==> src/rtl/mem_port_arbiter.sv <==
// mem_port_arbiter
// Shares one single-ported unified memory between the fetch stage and the
// memory stage of the Y86-64 pipeline. The memory stage (older instruction)
// normally wins, but fetch is guaranteed a grant after MAX_WAIT consecutive
// losses. Fetches are two memory beats that assemble 10 instruction bytes.
// An access that sees mem_ready low for TIMEOUT cycles is aborted with an
// error pulse.
//
// Ports:
//   clk, rst               clock, asynchronous active-high reset
//   if_req/if_addr         fetch request (held until if_ack)
//   if_ack/if_data/if_err  fetch completion pulse, 80-bit instruction bytes, timeout
//   dm_req/dm_we/dm_addr/dm_wdata  data request (held until dm_ack)
//   dm_ack/dm_rdata/dm_err data completion pulse, read data, timeout
//   mem_req/mem_we/mem_addr/mem_wdata  registered memory command
//   mem_rdata/mem_ready    memory response
//   busy                   an access is in progress
module mem_port_arbiter #(
    parameter int MAX_WAIT = 3,
    parameter int TIMEOUT  = 15
) (
    input  logic        clk,
    input  logic        rst,
    input  logic        if_req,
    input  logic [63:0] if_addr,
    output logic        if_ack,
    output logic [79:0] if_data,
    output logic        if_err,
    input  logic        dm_req,
    input  logic        dm_we,
    input  logic [63:0] dm_addr,
    input  logic [63:0] dm_wdata,
    output logic        dm_ack,
    output logic [63:0] dm_rdata,
    output logic        dm_err,
    output logic        mem_req,
    output logic        mem_we,
    output logic [63:0] mem_addr,
    output logic [63:0] mem_wdata,
    input  logic [63:0] mem_rdata,
    input  logic        mem_ready,
    output logic        busy
);

    localparam int SW = $clog2(MAX_WAIT + 1);
    localparam int WW = $clog2(TIMEOUT + 1);
    localparam logic [SW-1:0] STARVE_MAX = SW'(MAX_WAIT);
    localparam logic [WW-1:0] WAIT_LAST  = WW'(TIMEOUT - 1);

    localparam logic [1:0] IDLE    = 2'd0;
    localparam logic [1:0] D_ACC   = 2'd1;
    localparam logic [1:0] I_BEAT0 = 2'd2;
    localparam logic [1:0] I_BEAT1 = 2'd3;

    logic [1:0]    state;
    logic [SW-1:0] starve_cnt;
    logic [WW-1:0] wait_cnt;
    logic [63:0]   beat0;

    logic turnaround;
    logic dm_go;
    logic if_go;
    logic fetch_first;
    logic grant_d;
    logic grant_i;
    logic timed_out;

    // An IDLE cycle that carries an ack is a turnaround cycle: the acked
    // requester's req may still be high, and no grant is made so that the
    // data stage can re-request and keep its priority over fetch until the
    // starvation counter forces a fetch grant.
    always_comb begin
        turnaround  = if_ack | dm_ack;
        dm_go       = dm_req & ~turnaround;
        if_go       = if_req & ~turnaround;
        fetch_first = if_go && (starve_cnt >= STARVE_MAX);
        grant_d     = dm_go && !fetch_first;
        grant_i     = if_go && !grant_d;
        timed_out   = !mem_ready && (wait_cnt == WAIT_LAST);
    end

    assign busy = (state != IDLE);

    // Main sequencer. Ack, error and data outputs default to zero every cycle
    // so each completion produces a single-cycle pulse.
    always_ff @(posedge clk or posedge rst) begin
        if (rst) begin
            state      <= IDLE;
            starve_cnt <= '0;
            wait_cnt   <= '0;
            beat0      <= '0;
            mem_req    <= 1'b0;
            mem_we     <= 1'b0;
            mem_addr   <= '0;
            mem_wdata  <= '0;
            if_ack     <= 1'b0;
            if_err     <= 1'b0;
            if_data    <= '0;
            dm_ack     <= 1'b0;
            dm_err     <= 1'b0;
            dm_rdata   <= '0;
        end else begin
            if_ack   <= 1'b0;
            if_err   <= 1'b0;
            if_data  <= '0;
            dm_ack   <= 1'b0;
            dm_err   <= 1'b0;
            dm_rdata <= '0;

            case (state)
                IDLE: begin
                    wait_cnt <= '0;
                    if (grant_i || !if_req) begin
                        starve_cnt <= '0;
                    end else if (grant_d && (starve_cnt < STARVE_MAX)) begin
                        starve_cnt <= starve_cnt + 1'b1;
                    end
                    if (grant_d) begin
                        state     <= D_ACC;
                        mem_req   <= 1'b1;
                        mem_we    <= dm_we;
                        mem_addr  <= dm_addr;
                        mem_wdata <= dm_wdata;
                    end else if (grant_i) begin
                        state    <= I_BEAT0;
                        mem_req  <= 1'b1;
                        mem_we   <= 1'b0;
                        mem_addr <= if_addr;
                    end
                end

                D_ACC: begin
                    if (mem_ready || timed_out) begin
                        dm_ack   <= 1'b1;
                        dm_err   <= !mem_ready;
                        dm_rdata <= (mem_ready && !mem_we) ? mem_rdata : 64'd0;
                        state    <= IDLE;
                        mem_req  <= 1'b0;
                        mem_we   <= 1'b0;
                        wait_cnt <= '0;
                    end else begin
                        wait_cnt <= wait_cnt + 1'b1;
                    end
                end

                I_BEAT0: begin
                    if (mem_ready) begin
                        // Second beat address wraps modulo 2^64.
                        beat0    <= mem_rdata;
                        mem_addr <= mem_addr + 64'd8;
                        state    <= I_BEAT1;
                        wait_cnt <= '0;
                    end else if (timed_out) begin
                        if_ack   <= 1'b1;
                        if_err   <= 1'b1;
                        state    <= IDLE;
                        mem_req  <= 1'b0;
                        wait_cnt <= '0;
                    end else begin
                        wait_cnt <= wait_cnt + 1'b1;
                    end
                end

                I_BEAT1: begin
                    if (mem_ready || timed_out) begin
                        if_ack   <= 1'b1;
                        if_err   <= !mem_ready;
                        if_data  <= mem_ready ? {mem_rdata[15:0], beat0} : 80'd0;
                        beat0    <= '0;
                        state    <= IDLE;
                        mem_req  <= 1'b0;
                        wait_cnt <= '0;
                    end else begin
                        wait_cnt <= wait_cnt + 1'b1;
                    end
                end

                default: begin
                    state   <= IDLE;
                    mem_req <= 1'b0;
                    mem_we  <= 1'b0;
                end
            endcase
        end
    end

endmodule

==> config.mk <==
export PLATFORM = sky130hd
export DESIGN_NAME = mem_port_arbiter
export DESIGN_NICKNAME = d
export VERILOG_FILES = /design/src/rtl/mem_port_arbiter.sv
export SDC_FILE = /design/constraint.sdc
export NUM_CORES = 1
export LEC_CHECK = 0
export CORE_AREA = 2 2 212 214
export CTS_CLUSTER_SIZE = 20
export DETAILED_ROUTE_END_ITERATION = 10
export DIE_AREA = 0 0 214 216
export HOLD_SLACK_MARGIN = 0.03
export PLACE_DENSITY = 0.7
export SLEW_MARGIN = 15
export SYNTH_ARGS = -nofsm -noshare
export SYNTH_HDL_FRONTEND = slang
export SYNTH_SLANG_ARGS = --single-unit
==> constraint.sdc <==
create_clock -name clk -period 30.4 [get_ports clk]
set_clock_uncertainty 0.2 [all_clocks]
set_input_delay 3.04 -clock clk [delete_from_list [all_inputs] [get_ports clk]]
set_output_delay 3.04 -clock clk [all_outputs]
set_load 0.03 [all_outputs]
**Word-level counts from Yosys, hierarchy flattened**

Index checks and enable logic that the tools add are counted.

- Register bits after elaboration: 350
- Bits in latches: 0
- Bits in writable memories: 0
- Bits in read-only memories: 0
- Output and inout port bits: 279
- Logic and storage cells: 104
- Memories: 0

- $add $sub $neg: 3
- Multiply operators: 0
- Div/mod/pow operators: 0
- $lt $le $gt $ge: 2
- Equality and inequality tests: 12
- Shifts and indexed selects: 0
- Multiplexer cells: 42
- Bitwise operators: 4
- Reductions and logical operators: 27

Operators with widths:

| operator | number |
|---|---|
| 64-bit 2-to-1 mux | 8 |
| 64-bit one-hot mux with 2 select lines | 2 |
| 80-bit 2-to-1 mux | 3 |
| 64-bit by 4-bit adder with 64-bit output, second input constant | 1 |
| 2-bit 2-to-1 mux | 7 |
| 1-bit 2-to-1 mux | 13 |
| 4-bit 2-to-1 mux | 3 |
| 4-bit one-hot mux with 3 select lines | 1 |
| 3-bit AND reduction | 4 |
| 2-bit inequality test, second input constant | 5 |
| 2-bit nonzero test | 5 |
| 1-bit logical AND | 6 |
| 3-bit inequality test, second input constant | 2 |
| 1-bit one-hot mux with 2 select lines | 3 |
| 2-bit one-hot mux with 3 select lines | 1 |
| 1-bit logical NOT | 5 |
| 4-bit by 1-bit adder with 4-bit output, second input constant | 1 |
| 2-bit equality test, second input constant | 2 |
| 4-bit equality test, second input constant | 1 |
| 2-bit AND reduction | 2 |
| 4-bit AND reduction | 1 |
| 1-bit one-hot mux with 3 select lines | 1 |
| 2-bit by 1-bit adder with 2-bit output, second input constant | 1 |
| 1-bit bitwise AND | 2 |
| other kinds (9) | 10 |

**Longest topological paths before layout**

- Depth after elaboration: 11
- Depth in mapped cells: 8
- Depth with buffers taken out: 6

**Worst setup path after synthesis**

No wires, ideal clock.

- Kind: input-to-reg
- From: input dm_req
- To: register mem_wdata[10]
- Setup time: 125 ps
- Data arrival time: 4579 ps
- Required time: 30075 ps
- Slack: 25496 ps
- Cell stages on the path: 6
- Path buffers: 2
- Cells stage by stage: a21boi_1 > nand2_1 > nor2_1 > buf_2 > buf_2 > mux2_2

- Word-level cells in the longest chain between the ends: 3

RTL lines:

| item | RTL line | text |
|---|---|---|
| from (decl) | 29 | `input logic dm_req,` |
| 1-bit bitwise AND | 74 | `dm_go = dm_req & ~turnaround;` |
| 1-bit logical AND | 77 | `grant_d = dm_go && !fetch_first;` |
| 2-bit AND reduction (no source line) | n/a |  |
| to (signal assigned) | 123 | `mem_wdata <= dm_wdata;` |
| to (decl) | 39 | `output logic [63:0] mem_wdata,` |

Every way passes these cells.
A chain may end at the register's enable or synchronous reset.

**Worst setup path in the final report**

- From: input dm_req
- To: register mem_wdata[11]

Same word-level chain as after synthesis.

==> results.yml <==
synthesis:
  synth_ff_type: "dfrtp_1"
  yosys_warnings: 0
  synthArstFlopShare_pct: 100
  syn_area_per_cell_um2: 11.5
  synth_top_area_share_pct: 58.8
  synthCells: 1299
  syn_area_um2: 14900
  postSynthRegisterBits: 350
  synth_cell_types: 65
  seq_area_frac_synth_pct: 58.8
  synth_common_cells: "dfrtp_1, and2_1, nand2_1"
  synthTopCellsByArea: "dfrtp_1, mux2_2, and2_1"
  synth_edf_count: 0
  yosysMostFrequentCell: "dfrtp_1"
  yosysTopAreaCell: "dfrtp_1"
  syn-num-nets: 1565
floorplanning:
  rows: 77
  pin_count: 541
  die_h_um: 216
  core-area_um2: 43800
  initial_core_util_pct: 34.0
  floorplan.die_area_um2: 46200
  die_w_um: 214
timing:
  timing.slew.headroom_pct: 25.1
  setup_violations: 0
  max_freq_mhz: 167
  finalCritPeriodShare_pct: 19.7
  hold_viol_final: 0
  final_max_slew_viol_count: 0
  tightest_slew_ps: 1120
  min_period_ps: 5970
  setup_tns_ps: 0
  rsz0062_at_grt: "false"
power:
  ir_worst_vdd_mv: 0.0560
  power_mw: 2.23
  pwr_density_cell_nw_per_um2: 100
  p_leak_nw: 9.43
routing:
  drc: 0
  wl_mm: 51.7
  firstDrtPassIters: 5
  wire_per_inst_um: 21.2
  ant_nets: 0
  drtIter0Drc: 1014
  viasPerCell: 5.19
  vias: 12635
global_route:
  antenna_found_initial: 7
  grt_pass1_wl_mm: 78.9
  grt_overflow: 0
  grt_pass1_vias: 12963
  grtUsageTotal_pct: 22.0
  grt_max_degree: 133
final_layout:
  fin_area_um2: 22200
  drive_gt1_share_pct: 10.1
  nNetsFinal: 2082
  area_growth_pct: 49.2
run_status:
  status: "finished clean"
clocking:
  cts_hold_repair.buffers: 0
  cts_num_sinks: 350
  cts-resized-gates: 0
  post_cts_buffers: 0
  cts-htree-levels: 2
  clk_pin_slew_ps: 60
  worstSkewPairLatency_ps: 560
  cts.path.max_buffers: 3
  cts_buffers: 40
  clock-root-buffer: "clkbuf_16"
  cts_tree: "done"
critical_path:
  end_kind: "register"
  critPathKind: "in2reg"
  required_ps: 30620
  worst_setup_path_start_kind: "input port"
  cp_max_fo: 67
  cp_data_arrival_time_ps: 6200
  rr_worst_depth: 6
hold_path:
  holdCritPathClass: "reg2reg"
  holdPathStages: 1
flow_run:
  maxCapViolCount: 0
place:
  post-dp-hpwl_mm: 37.1
  io_buffer_count: 540
  place_area_um2: 20900
  gp_congestion: 0.899
[cell type report]
cell class / count / area, µm²
clock buffer: 57 / 1130
fill: 3852 / 21600
inverter: 8 / 37.5
tap: 592 / 741
timing repair buffer: 559 / 5570
clock inverter: 8 / 126
sequential: 350 / 8760
antenna: 4 / 10.0
multi-input combinational: 857 / 5850
[final timing paths]
check,start,to,slack [ps]
max in group asynchronous,rst,beat0[34]$_DFFE_PP0P_,25090
min in group asynchronous,rst,mem_wdata[33]$_DFFE_PP0P_,2860
hold reg to reg,beat0[43]$_DFFE_PP0P_,if_data[43]$_DFF_PP0_,270
setup / recovery,dm_req,mem_wdata[11]$_DFFE_PP0P_,24430
setup reg to reg,starve_cnt[0]$_DFFE_PP0P_,mem_wdata[11]$_DFFE_PP0P_,26840
hold / removal,beat0[43]$_DFFE_PP0P_,if_data[43]$_DFF_PP0_,270
[critical path, cell delays in order]
cell	delay (ps)
clkdlybuf4s50_1	510
a21boi_1	640
nand2_4	630
nor2_4	220
buf_4	670
mux2_2	420
[flip-flops by register name, indices dropped and copies added, names as in the netlist, 2 cells and up]
name        flops
beat0          64
dm_rdata       64
if_data        80
mem_addr       64
mem_wdata      64
starve_cnt      2
state           2
wait_cnt        4
[power breakdown]
group          total, mW  leakage, nW  switching (mW)  internal [mW]
logic              0.997         4.33           0.574          0.423
registers          0.761         4.48           0.137          0.624
clock network      0.468        0.613           0.191          0.277
[cell usage in the layout, fill, tap and decap left out, types with 4 or more instances in the layout]
cell,instances
a211o_1,4
and3_1,22
or4_1,5
inv_1,6
clkbuf_16,40
a31oi_1,14
buf_4,18
nor3_1,19
o21ai_0,29
nor2_1,60
mux2_2,84
ha_1,4
clkdlybuf4s50_1,540
o22a_1,8
nor4_1,15
a2bb2oi_1,7
nand4_1,33
a211oi_1,9
and4_1,14
o22ai_1,10
o311a_1,6
nand3_1,44
a21oi_1,51
diode_2,4
a311oi_1,7
o21a_1,4
nand2_1,99
a22o_1,68
mux2i_1,14
dfrtp_1,350
clkbuf_8,7
clkbuf_1,10
or3_1,12
and2_1,149
[routing by layer]
metal  vias to the layer above  track usage [%]  share of wire [%]
met4                         6             7.55                2.8
met5                         -                0              0.073
met2                       595             37.1                 48
met3                        88             6.26                8.5
li1                       5752                -                  -
met1                      6194             27.1                 40
[cells by family after synthesis]
logic type | after synthesis | synth area share [%]
simple gates | 500 | 18.7
flops | 350 | 58.8
compound gates | 253 | 12.4
mux | 98 | 7.29
buf+inv | 92 | 2.43
fa+ha+maj | 4 | 0.336
xor+xnor | 2 | 0.118
[per-stage QoR]
stage / hold slack (ps) / setup slack, ps / util [%] / std cells
floorplan: 253 / 17450 / - / 1299
global placement: 261 / 23900 / 47.7 / 2365
detailed placement: 264 / 23810 / 47.7 / 2365
CTS: 269 / 24370 / 50.6 / 2430
global route: 290 / 24220 / 50.7 / 2434
finish: 268 / 24430 / 50.7 / 2435
Power figures use the tool's default switching activity.
